==> src/rtl/uart_tx_serializer.sv <==
// UART transmit serializer: pops bytes from the TX FIFO and shifts them
// out as start / data / optional parity / stop bits on the 16x baud enable.
module uart_tx_serializer #(
  parameter int RD_LATENCY = 2,
  parameter int OVERSAMPLE = 16
) (
  input  logic       CLK,
  input  logic       RESET,
  input  logic       BAUD16_EN,
  input  logic       BIT8,
  input  logic       PARITY_EN,
  input  logic       ODD_N_EVEN,
  input  logic       STOP2,
  input  logic       FIFO_EMPTY,
  input  logic [7:0] FIFO_DO,
  output logic       FIFO_RDB,
  output logic       TX,
  output logic       TX_BUSY,
  output logic       FRAME_DONE
);

  typedef enum logic [2:0] {
    S_IDLE,
    S_READ,
    S_WAIT,
    S_START,
    S_DATA,
    S_PARITY,
    S_STOP
  } state_t;

  localparam logic [3:0] TICK_LAST = 4'(OVERSAMPLE - 1);
  localparam logic [2:0] LAT_LAST  = 3'(RD_LATENCY);

  state_t     state_q;
  logic [3:0] tick_q;
  logic [2:0] lat_q;
  logic [2:0] bit_q;
  logic [7:0] shift_q;
  logic       bit8_q;
  logic       par_en_q;
  logic       stop2_q;
  logic       par_q;
  logic       tx_q;
  logic       rdb_q;
  logic       busy_q;
  logic       done_q;

  logic       in_bit;
  logic       bit_end;
  logic       data_last;
  logic [7:0] cap_data;
  logic       cap_par;

  assign in_bit = (state_q == S_START) || (state_q == S_DATA) ||
                  (state_q == S_PARITY) || (state_q == S_STOP);

  assign bit_end   = in_bit && BAUD16_EN && (tick_q == TICK_LAST);
  assign data_last = (bit_q == (bit8_q ? 3'd7 : 3'd6));

  // In 7-bit mode bit 7 is masked so it is neither sent nor counted in parity.
  assign cap_data = BIT8 ? FIFO_DO : {1'b0, FIFO_DO[6:0]};
  assign cap_par  = (^cap_data) ^ ODD_N_EVEN;

  always_ff @(posedge CLK or posedge RESET) begin
    if (RESET) begin
      state_q  <= S_IDLE;
      tick_q   <= 4'd0;
      lat_q    <= 3'd0;
      bit_q    <= 3'd0;
      shift_q  <= 8'd0;
      bit8_q   <= 1'b0;
      par_en_q <= 1'b0;
      stop2_q  <= 1'b0;
      par_q    <= 1'b0;
      tx_q     <= 1'b1;
      rdb_q    <= 1'b1;
      busy_q   <= 1'b0;
      done_q   <= 1'b0;
    end else begin
      done_q <= 1'b0;
      rdb_q  <= 1'b1;

      if (in_bit && BAUD16_EN) begin
        tick_q <= bit_end ? 4'd0 : tick_q + 4'd1;
      end

      case (state_q)
        S_IDLE: begin
          if (!FIFO_EMPTY) begin
            rdb_q   <= 1'b0;
            busy_q  <= 1'b1;
            state_q <= S_READ;
          end
        end

        S_READ: begin
          lat_q   <= 3'd1;
          state_q <= S_WAIT;
        end

        S_WAIT: begin
          if (lat_q == LAT_LAST) begin
            shift_q  <= cap_data;
            par_q    <= cap_par;
            bit8_q   <= BIT8;
            par_en_q <= PARITY_EN;
            stop2_q  <= STOP2;
            lat_q    <= 3'd0;
            tick_q   <= 4'd0;
            tx_q     <= 1'b0;
            state_q  <= S_START;
          end else begin
            lat_q <= lat_q + 3'd1;
          end
        end

        S_START: begin
          if (bit_end) begin
            tx_q    <= shift_q[0];
            shift_q <= shift_q >> 1;
            bit_q   <= 3'd0;
            state_q <= S_DATA;
          end
        end

        S_DATA: begin
          if (bit_end) begin
            if (data_last) begin
              bit_q <= 3'd0;
              if (par_en_q) begin
                tx_q    <= par_q;
                state_q <= S_PARITY;
              end else begin
                tx_q    <= 1'b1;
                state_q <= S_STOP;
              end
            end else begin
              tx_q    <= shift_q[0];
              shift_q <= shift_q >> 1;
              bit_q   <= bit_q + 3'd1;
            end
          end
        end

        S_PARITY: begin
          if (bit_end) begin
            tx_q    <= 1'b1;
            state_q <= S_STOP;
          end
        end

        S_STOP: begin
          if (bit_end) begin
            if (stop2_q && (bit_q == 3'd0)) begin
              bit_q <= 3'd1;
            end else begin
              bit_q   <= 3'd0;
              done_q  <= 1'b1;
              busy_q  <= 1'b0;
              state_q <= S_IDLE;
            end
          end
        end

        default: state_q <= S_IDLE;
      endcase
    end
  end

  assign FIFO_RDB   = rdb_q;
  assign TX         = tx_q;
  assign TX_BUSY    = busy_q;
  assign FRAME_DONE = done_q;

endmodule

==> config.mk <==
export PLATFORM = sky130hd
export DESIGN_NAME = uart_tx_serializer
export DESIGN_NICKNAME = d
export VERILOG_FILES = /design/src/rtl/uart_tx_serializer.sv
export SDC_FILE = /design/constraint.sdc
export NUM_CORES = 1
export LEC_CHECK = 0
export BUFFER_PORTS_ARGS = -buffer_cell sky130_fd_sc_hd__buf_2
export CELL_PAD_IN_SITES_DETAIL_PLACEMENT = 0
export CELL_PAD_IN_SITES_GLOBAL_PLACEMENT = 2
export CORE_MARGIN = 2
export CORE_UTILIZATION = 32
export CTS_CLUSTER_DIAMETER = 40
export DETAILED_ROUTE_END_ITERATION = 10
export HOLD_SLACK_MARGIN = 0.12
export PLACE_DENSITY = 0.79
export REMOVE_ABC_BUFFERS = 1
export SLEW_MARGIN = 20
export SYNTH_ARGS = -nofsm -noshare
export SYNTH_HDL_FRONTEND = slang
export SYNTH_SLANG_ARGS = --single-unit
export TNS_END_PERCENT = 1
==> constraint.sdc <==
create_clock -name CLK -period 1.9 [get_ports CLK]
set_input_delay 0 -clock CLK [delete_from_list [all_inputs] [get_ports CLK]]
set_output_delay 0 -clock CLK [all_outputs]
set_load 0.01 [all_outputs]
-- Word level (Yosys, flattened, before mapping)
Index checks and enable logic that the tools add are counted.
- bits in registers: 29
- input port bits: 16
- logic and storage cells: 100
- $add $sub $neg: 3
- eq/ne operators: 18
- multiplexer cells: 45
- bitwise operators: 1
- reduce and logical (&&, ||, !) cells: 20
- operators with widths (kind ; count):
    $mux 8 ; 5
    $mux 3 ; 13
    $pmux 8 s3 ; 1
    $pmux 3 s7 ; 1
    $ne 2x2->1 const B ; 9
    $mux 1 ; 16
    $mux 4 ; 4
    $reduce_and 5->1 ; 2
    $eq 3x2->1 const B ; 3
    $eq 3x3->1 const B ; 3
    $pmux 3 s3 ; 1
    $reduce_and 4->1 ; 2
    $reduce_and 8->1 ; 1
    $reduce_xor 8->1 ; 1
    $add 3x1->3 const B ; 2
    $logic_not 3->1 ; 2
    $pmux 3 s2 ; 1
    $reduce_bool 3->1 ; 2
    $add 4x1->4 const B ; 1
    $eq 4x4->1 const B ; 1
    $pmux 1 s4 ; 1
    $reduce_bool 2->1 ; 2
    $reduce_bool 4->1 ; 1
    $eq 3x1->1 const B ; 1
    7 further kinds ; 11

-- Logic depth before layout (Yosys ltp)
Gate-level depths: netlist of run 1.
- depth after elaboration: 10
- mapped depth: 7

-- Worst setup path after synthesis of run 1
OpenSTA, ideal clock, no wires.
- path kind: reg-to-reg
- start point: register state_q[1]
- end point: register tx_q (netlist: TX)
- setup time: 0.082 ns
- arrival time: 1.705 ns
- data required time: 1.818 ns
- path slack: 0.113 ns
- stages on the path, launching flop included: 8
- cell sequence: dfrtp_1 > buf_6 > inv_1 > clkbuf_1 > ha_1 > a21o_1 > a21oi_1 > mux2_2
- longest elaborated chain between the ends: 8
- ends and longest elaborated chain (what ; RTL line ; RTL):
    start, declared ; 35 ; state_t state_q;
    start signal, assigned ; 67 ; state_q <= S_IDLE;
    start signal, assigned ; 93 ; state_q <= S_READ;
    start signal, assigned ; 99 ; state_q <= S_WAIT;
    $eq 3x2->1 / $eq 3x3->1 (equally long branches) ; 55, 88 ;
    $logic_or 1x1->1 (2 in a row) ; 55 ; assign in_bit = (state_q == S_START) || (state_q == S_DATA) ||
    $logic_or 1x1->1 ; 56 ; (state_q == S_PARITY) || (state_q == S_STOP);
    $logic_and 1x1->1 (2 in a row) ; 58 ; assign bit_end = in_bit && BAUD16_EN && (tick_q == TICK_LAST);
    $ne 2x2->1 (no source line) ; -- ;
    $reduce_and 5->1 (no source line) ; -- ;
    end signal, assigned ; 120 ; tx_q <= shift_q[0];
    end signal, assigned ; 132 ; tx_q <= par_q;
    end signal, assigned ; 139 ; tx_q <= shift_q[0];
    end, declared ; 44 ; logic tx_q;
Several ways; a longest one is shown, not always the timed one.
A chain may end at the register's enable or synchronous reset.

-- Worst setup path after layout of run 1
- start point: register state_q[2]
- end point: register state_q[0]
- longest elaborated chain between the ends: 8
- ends and longest elaborated chain (what ; RTL line):
    $eq 3x2->1 / $eq 3x3->1 (equally long branches) ; 55, 88
    $logic_or 1x1->1 (2 in a row) ; 55
    $logic_or 1x1->1 ; 56
    $logic_and 1x1->1 (2 in a row) ; 58
    $ne 2x2->1 (no source line) ; --
    $reduce_and 8->1 (no source line) ; --
Several ways; a longest one is shown, not always the timed one.

==> results of run 1 <==
[flip-flops by register name, summed over array words and instances (netlist names)]
signal / cells
state_q: 3
bit8_q: 1
lat_q: 3
FIFO_RDB: 1
par_en_q: 1
bit_q: 3
stop2_q: 1
TX_BUSY: 1
TX: 1
shift_q: 8
tick_q: 4
FRAME_DONE: 1
par_q: 1
[per-layer routing]
metal  wire length [um]  up-vias  global-route usage
met5                  0        -                   0
met4                 68        0              0.0589
met3                136        8              0.0349
met2               1760       28               0.222
met1               1890      665               0.175
li1                   -      740                   -
[report_power, final]
group	total, mW	switching, mW	leakage (nW)	internal, mW
sequential	1.05	0.215	0.345	0.836
combinational	1.21	0.629	0.620	0.584
clock	0.542	0.248	0.0445	0.294
total	2.81	1.09	1.01	1.71
[placed cells by master, fill, tap and decap left out, types with 8 or more instances in the layout]
cell type,count
dlygate4sd3_1,13
dfrtp_1,25
mux2i_1,10
inv_1,9
buf_4,14
o21ai_0,14
a21oi_1,18
buf_2,19
xnor2_1,8
nor2_1,20
nand2_1,18
[critical path, stage by stage (launching register included)]
cell	delay, ns
dfrtp_2	0.48
and3b_4	0.27
o21ai_4	0.18
o21ai_2	0.09
or4b_1	0.46
o22ai_1	0.17
[cells by family (layout without fill, tap and decap cells)]
family                   after synthesis  count (layout)  synth area share
multiplexers                          11              11            0.0647
AND/OR/NAND/NOR                       61              61             0.184
flip-flops                            29              29             0.423
XOR/XNOR                              10              10            0.0509
adder cells (fa/ha/maj)                5               5            0.0363
AO/OA/AOI/OAI                         52              52             0.193
buffers and inverters                 16              63            0.0480
[per-stage QoR]
stage                     hold WS (ns)  utilization  worst slack, ns  cells
final                            0.199        0.426            0.164    301
after global routing             0.220        0.426           0.0227    301
after CTS                        0.199        0.425           0.0500    301
after detailed placement         0.106        0.381           0.0861    280
after global placement           0.104        0.381           0.0770    280
after floorplan                 0.0766            -            0.219    177
[cell type report]
class / instances / area, um^2
clock buffer: 7 / 86.3
clock inverter: 1 / 7.51
fill: 552 / 2950
inverter: 9 / 33.8
multi-input combinational: 139 / 911
sequential: 29 / 731
tap: 70 / 87.6
timing repair buffer: 46 / 330
[worst paths after layout]
path,startpoint,endpoint,slack (ns),depth (start not counted)
worst max-delay path,state_q[2],state_q[0],0.16,5
worst min-delay path,BAUD16_EN,tick_q[3],0.20,5
worst max register to register,state_q[2],state_q[0],0.16,5
worst min register to register,stop2_q,stop2_q,0.49,2
max in group asynchronous,RESET,TX,1.24,4
min in group asynchronous,RESET,bit_q[2],0.34,4
[repair_timing]
action / in CTS / in global routing
setup endpoints to repair: 0 / 1
hold buffers: 13 / 0
endpoints found under the hold margin: 42 / 0
resized for setup: 0 / 2
setup buffers: 0 / 0
==> impl_metrics.ini, run 1 <==
[sta]
final.min_clock_period_ns = 1.74
min_period_over_period = 0.914
finalMaxSlewViolations = 0
setup_viol = 0
tightest_slew_ns = 0.425
skew_ns = 0.00763
rsz0062_at_grt = no
clock.fmax_mhz = 576
final-hold-violation-count = 0
max_slew_margin = 0.714
tns_ns = 0

[grt]
antenna_found_initial = 0
grt_pass1_vias = 1425
grt_max_degree = 30
gr-usage-all-layers = 0.138
grt_overflow = 0
grt_pass1_wl_um = 6450

[synth]
syn-cell-area_mm2 = 0.00172
ys_top_cells_by_area = dfrtp_1, mux2i_1, a21oi_1
ys.flop_type = dfrtp_1
synth_common_cells = dfrtp_1, nor2_1, a21oi_1, nand2_1, o21ai_0
yosys.area.top_type = dfrtp_1
yosysMostFrequentCell = dfrtp_1
ys_seq_elements = 29
syn_inst = 184
synthArstFlopShare = 1.00
synth_seq_area_share = 0.423
synth_cell_type_count = 45
ys_warn_count = 0
synth_edf_count = 0
synth_top_area_frac = 0.392
synth_area_per_cell_um2 = 9.36

[cts]
cts_sinks = 29
clk_pin_slew_worst_paths_ns = 0.07
insertion_delay_ns = 0.29
cts-root-buf = clkbuf_8
tritoncts = yes
cts_buffers = 5
cts_max_path_buffers = 2
htreeDepth = 2

[floorplanning]
io-pin-count = 20
die_h_um = 77.4
start_util = 0.335
core_area_mm2 = 0.00514
rows = 26
die_w_um = 77.4
dieArea_mm2 = 0.00598

[route]
wirelength_um = 3860
via_count = 1441
routedWlPerCell_um = 12.8
first_pass_iters = 4
viasPerCell = 4.79
ant_nets = 0
drt-initial-drc-count = 37
drcViolationCount = 0

[setup_path]
critical_path_class = reg2reg
crit_path_end_kind = register
crit_fanout = 13
worstPathRequired_ns = 2.10
cp-start-kind = register
crit_arrival_ns = 1.94

[final_layout]
layout.nets = 251
syn_to_final_growth_pct = 27.0
drive_gt1_frac = 0.238
antenna_cells = 0
final_area_mm2 = 0.00219

[power]
vdd_drop_max_v = 0.000448
powerDensity_mw_per_mm2 = 1280
finalPower_mw = 2.81
p_leak_nw = 1.01

[run]
cap_viol_max_count = 0

[placement]
gp_congestion = 0.759
dp_hpwl_um = 2780
port_buffers = 19
place_area_mm2 = 0.00196

[worst_hold_path]
min_path_type = in2reg

[status]
status = complete, no violations
No activity file was read; power rests on OpenSTA's default activity.
==> run 2, diff against run 1 <==
--- a/config.mk
+++ b/config.mk
@@ -5,11 +5,12 @@
 export SDC_FILE = /design/constraint.sdc
 export NUM_CORES = 1
 export LEC_CHECK = 0
+export ABC_AREA = 1
 export BUFFER_PORTS_ARGS = -buffer_cell sky130_fd_sc_hd__buf_2
 export CELL_PAD_IN_SITES_DETAIL_PLACEMENT = 0
 export CELL_PAD_IN_SITES_GLOBAL_PLACEMENT = 2
 export CORE_MARGIN = 2
-export CORE_UTILIZATION = 32
+export CORE_UTILIZATION = 29
 export CTS_CLUSTER_DIAMETER = 40
 export DETAILED_ROUTE_END_ITERATION = 10
 export HOLD_SLACK_MARGIN = 0.12
==> impl_metrics.ini, run 2 <==
[final_layout]
final_area_mm2 = 0.00220
nFillCells = 643
largest_reg_flops = 8
syn_to_final_growth_pct = 23.2
antenna_cells = 0
largest_registers = shift_q: 8 flops, tick_q: 4 flops
final_cell_mix = nand2_1, inv_1, dfrtp_1
regMostFlops = shift_q
final_common_cell = nand2_1
layout.nets = 319
drive_gt1_frac = 0.181

[floorplanning]
dieArea_mm2 = 0.00680
rows = 28
io-pin-count = 20
start_util = 0.302
die_w_um = 82.5
core_area_mm2 = 0.00592
die_h_um = 82.5

[placement]
place_area_mm2 = 0.00203
gp_congestion = 0.803
port_buffers = 19
dp_hpwl_um = 3080

[power]
p_comb_frac = 0.495
p_leak_nw = 1.19
finalPower_mw = 3.02
powerDensity_mw_per_mm2 = 1370
power.clock.fraction = 0.159
p_sw_mw = 1.32
vdd_drop_max_v = 0.000294
power_frac_seq = 0.346
p_int_mw = 1.70
swShare = 0.438

[setup_path]
crit_slowest_cell = dfrtp_1
cp-start-kind = register
cp_num_buf_inv = 1
crit_path_end_kind = register
crit_arrival_ns = 1.87
cp_top_family = simple AND/OR/NAND/NOR gates
crit_fanout = 8
slowest_delay_ns = 0.50
critical_path_class = reg2reg
cp_cell_sequence = inv_1 -> nand3_1 -> nand2_2 -> o21ai_2 -> a21oi_4 -> nand2_2 -> nand2_1 -> nand2_1
worstPathRequired_ns = 2.07

[cts]
cts-root-buf = clkbuf_8
tritoncts = yes
cts_max_path_buffers = 2
cts_resized = 0
cts_sinks = 29
clk_pin_slew_worst_paths_ns = 0.06
insertion_delay_ns = 0.28
ctsHoldBuffers = 9
htreeDepth = 2
cts_buffers = 5
postCtsSetupRepairBufs = 0

[synth]
synth_cell_type_count = 25
yosys.area.top_type = dfrtp_1
synth_area_per_cell_um2 = 6.97
syn_inst = 256
ys_top_cells_by_area = dfrtp_1, nand2_1, inv_1
synth_seq_area_share = 0.408
ys.flop_type = dfrtp_1
synth_top_area_frac = 0.378
synthArstFlopShare = 1.00
synth_edf_count = 0
ys_warn_count = 0
ys_seq_elements = 29
yosysMostFrequentCell = nand2_1
syn-cell-area_mm2 = 0.00179
synth_common_cells = nand2_1, inv_1, dfrtp_1

[sta]
final.min_clock_period_ns = 1.70
tns_ns = 0
tightest_slew_ns = 0.378
max_slew_margin = 0.748
rsz0062_at_grt = no
clock.fmax_mhz = 587
setup_viol = 0
min_period_over_period = 0.896
finalMaxSlewViolations = 0
final-hold-violation-count = 0
fin_hold_ws_ns = 0.133
skew_ns = 0.00393

[route]
viasPerCell = 4.39
routedWlPerCell_um = 10.6
drcViolationCount = 0
via_count = 1640
wirelength_um = 3970
first_pass_iters = 4
drt-initial-drc-count = 80
ant_nets = 0

[grt]
grt_pass1_wl_um = 7190
grt_pass1_vias = 1604
grt_max_degree = 30
antenna_found_initial = 0
gr-usage-all-layers = 0.139
grt_overflow = 0

[worst_hold_path]
min_path_type = in2reg

[run]
cap_viol_max_count = 0

[status]
status = complete, no violations
run 2: tightest hold or removal path, stage by stage:
cell and delay (ns):
buf_2 0.10, inv_1 0.05, o21ai_0 0.08, nand3_1 0.08
nand2_1 0.05
run 2: kinds of logic (layout without fill, tap and decap cells):
group,count (synthesis),in the layout,synth area share
and+or+nand+nor,147,147,0.360
xor gates and xnor gates,2,2,0.00981
AOI/OAI and AO/OA,30,30,0.0946
DFF,29,29,0.408
adders and majority gates,5,5,0.0350
buffers and inverters,43,86,0.0932
run 2: power by group through the flow:
stage	Sequential (mW)	Combinational (mW)	Clock (mW)
3_5_place_dp	1.05	1.50	0
5_1_grt	1.08	1.77	0.537
4_1_cts	1.05	1.51	0.507
2_1_floorplan	1.04	1.07	0
3_3_place_gp	1.06	1.50	0
6_report	1.05	1.50	0.482
run 2: area by class of cell:
type | count | area (um^2) | area share
clock buffers | 8 | 80.1 | 0.0364
inverters | 41 | 154 | 0.0700
repair buffers | 37 | 253 | 0.115
multi-input cells | 184 | 891 | 0.405
well taps | 75 | 93.8 | 0.0427
flip-flops and latches | 29 | 728 | 0.331
run 2: metrics by stage:
step | setup slack [ns] | util | cells
floorplan | 0.334 | - | 254
global placement | 0.184 | 0.343 | 357
detailed placement | 0.206 | 0.343 | 357
CTS | 0.194 | 0.372 | 374
global route | 0.0287 | 0.372 | 374
finish | 0.197 | 0.372 | 374
run 2: per-layer routing:
metal	up-vias	share of wire	track usage
li1	888	-	-
met1	721	0.51	0.185
met2	26	0.45	0.223
met3	5	0.030	0.0293
met4	0	0.015	0.0500
met5	-	0	0
run 2: path summary, 6_finish.rpt:
| kind | slack, ns | start | endpoint | cells after the start |
|---|---|---|---|---|
| worst min-delay path | 0.13 | FIFO_DO[1] | shift_q[1] | 5 |
| worst max register to register | 0.20 | state_q[0] | shift_q[2] | 8 |
| worst min register to register | 0.47 | shift_q[4] | shift_q[4] | 2 |
| max in group asynchronous | 1.25 | RESET | TX | 4 |
| worst max-delay path | 0.20 | state_q[0] | shift_q[2] | 8 |
| min in group asynchronous | 0.34 | RESET | tick_q[2] | 4 |
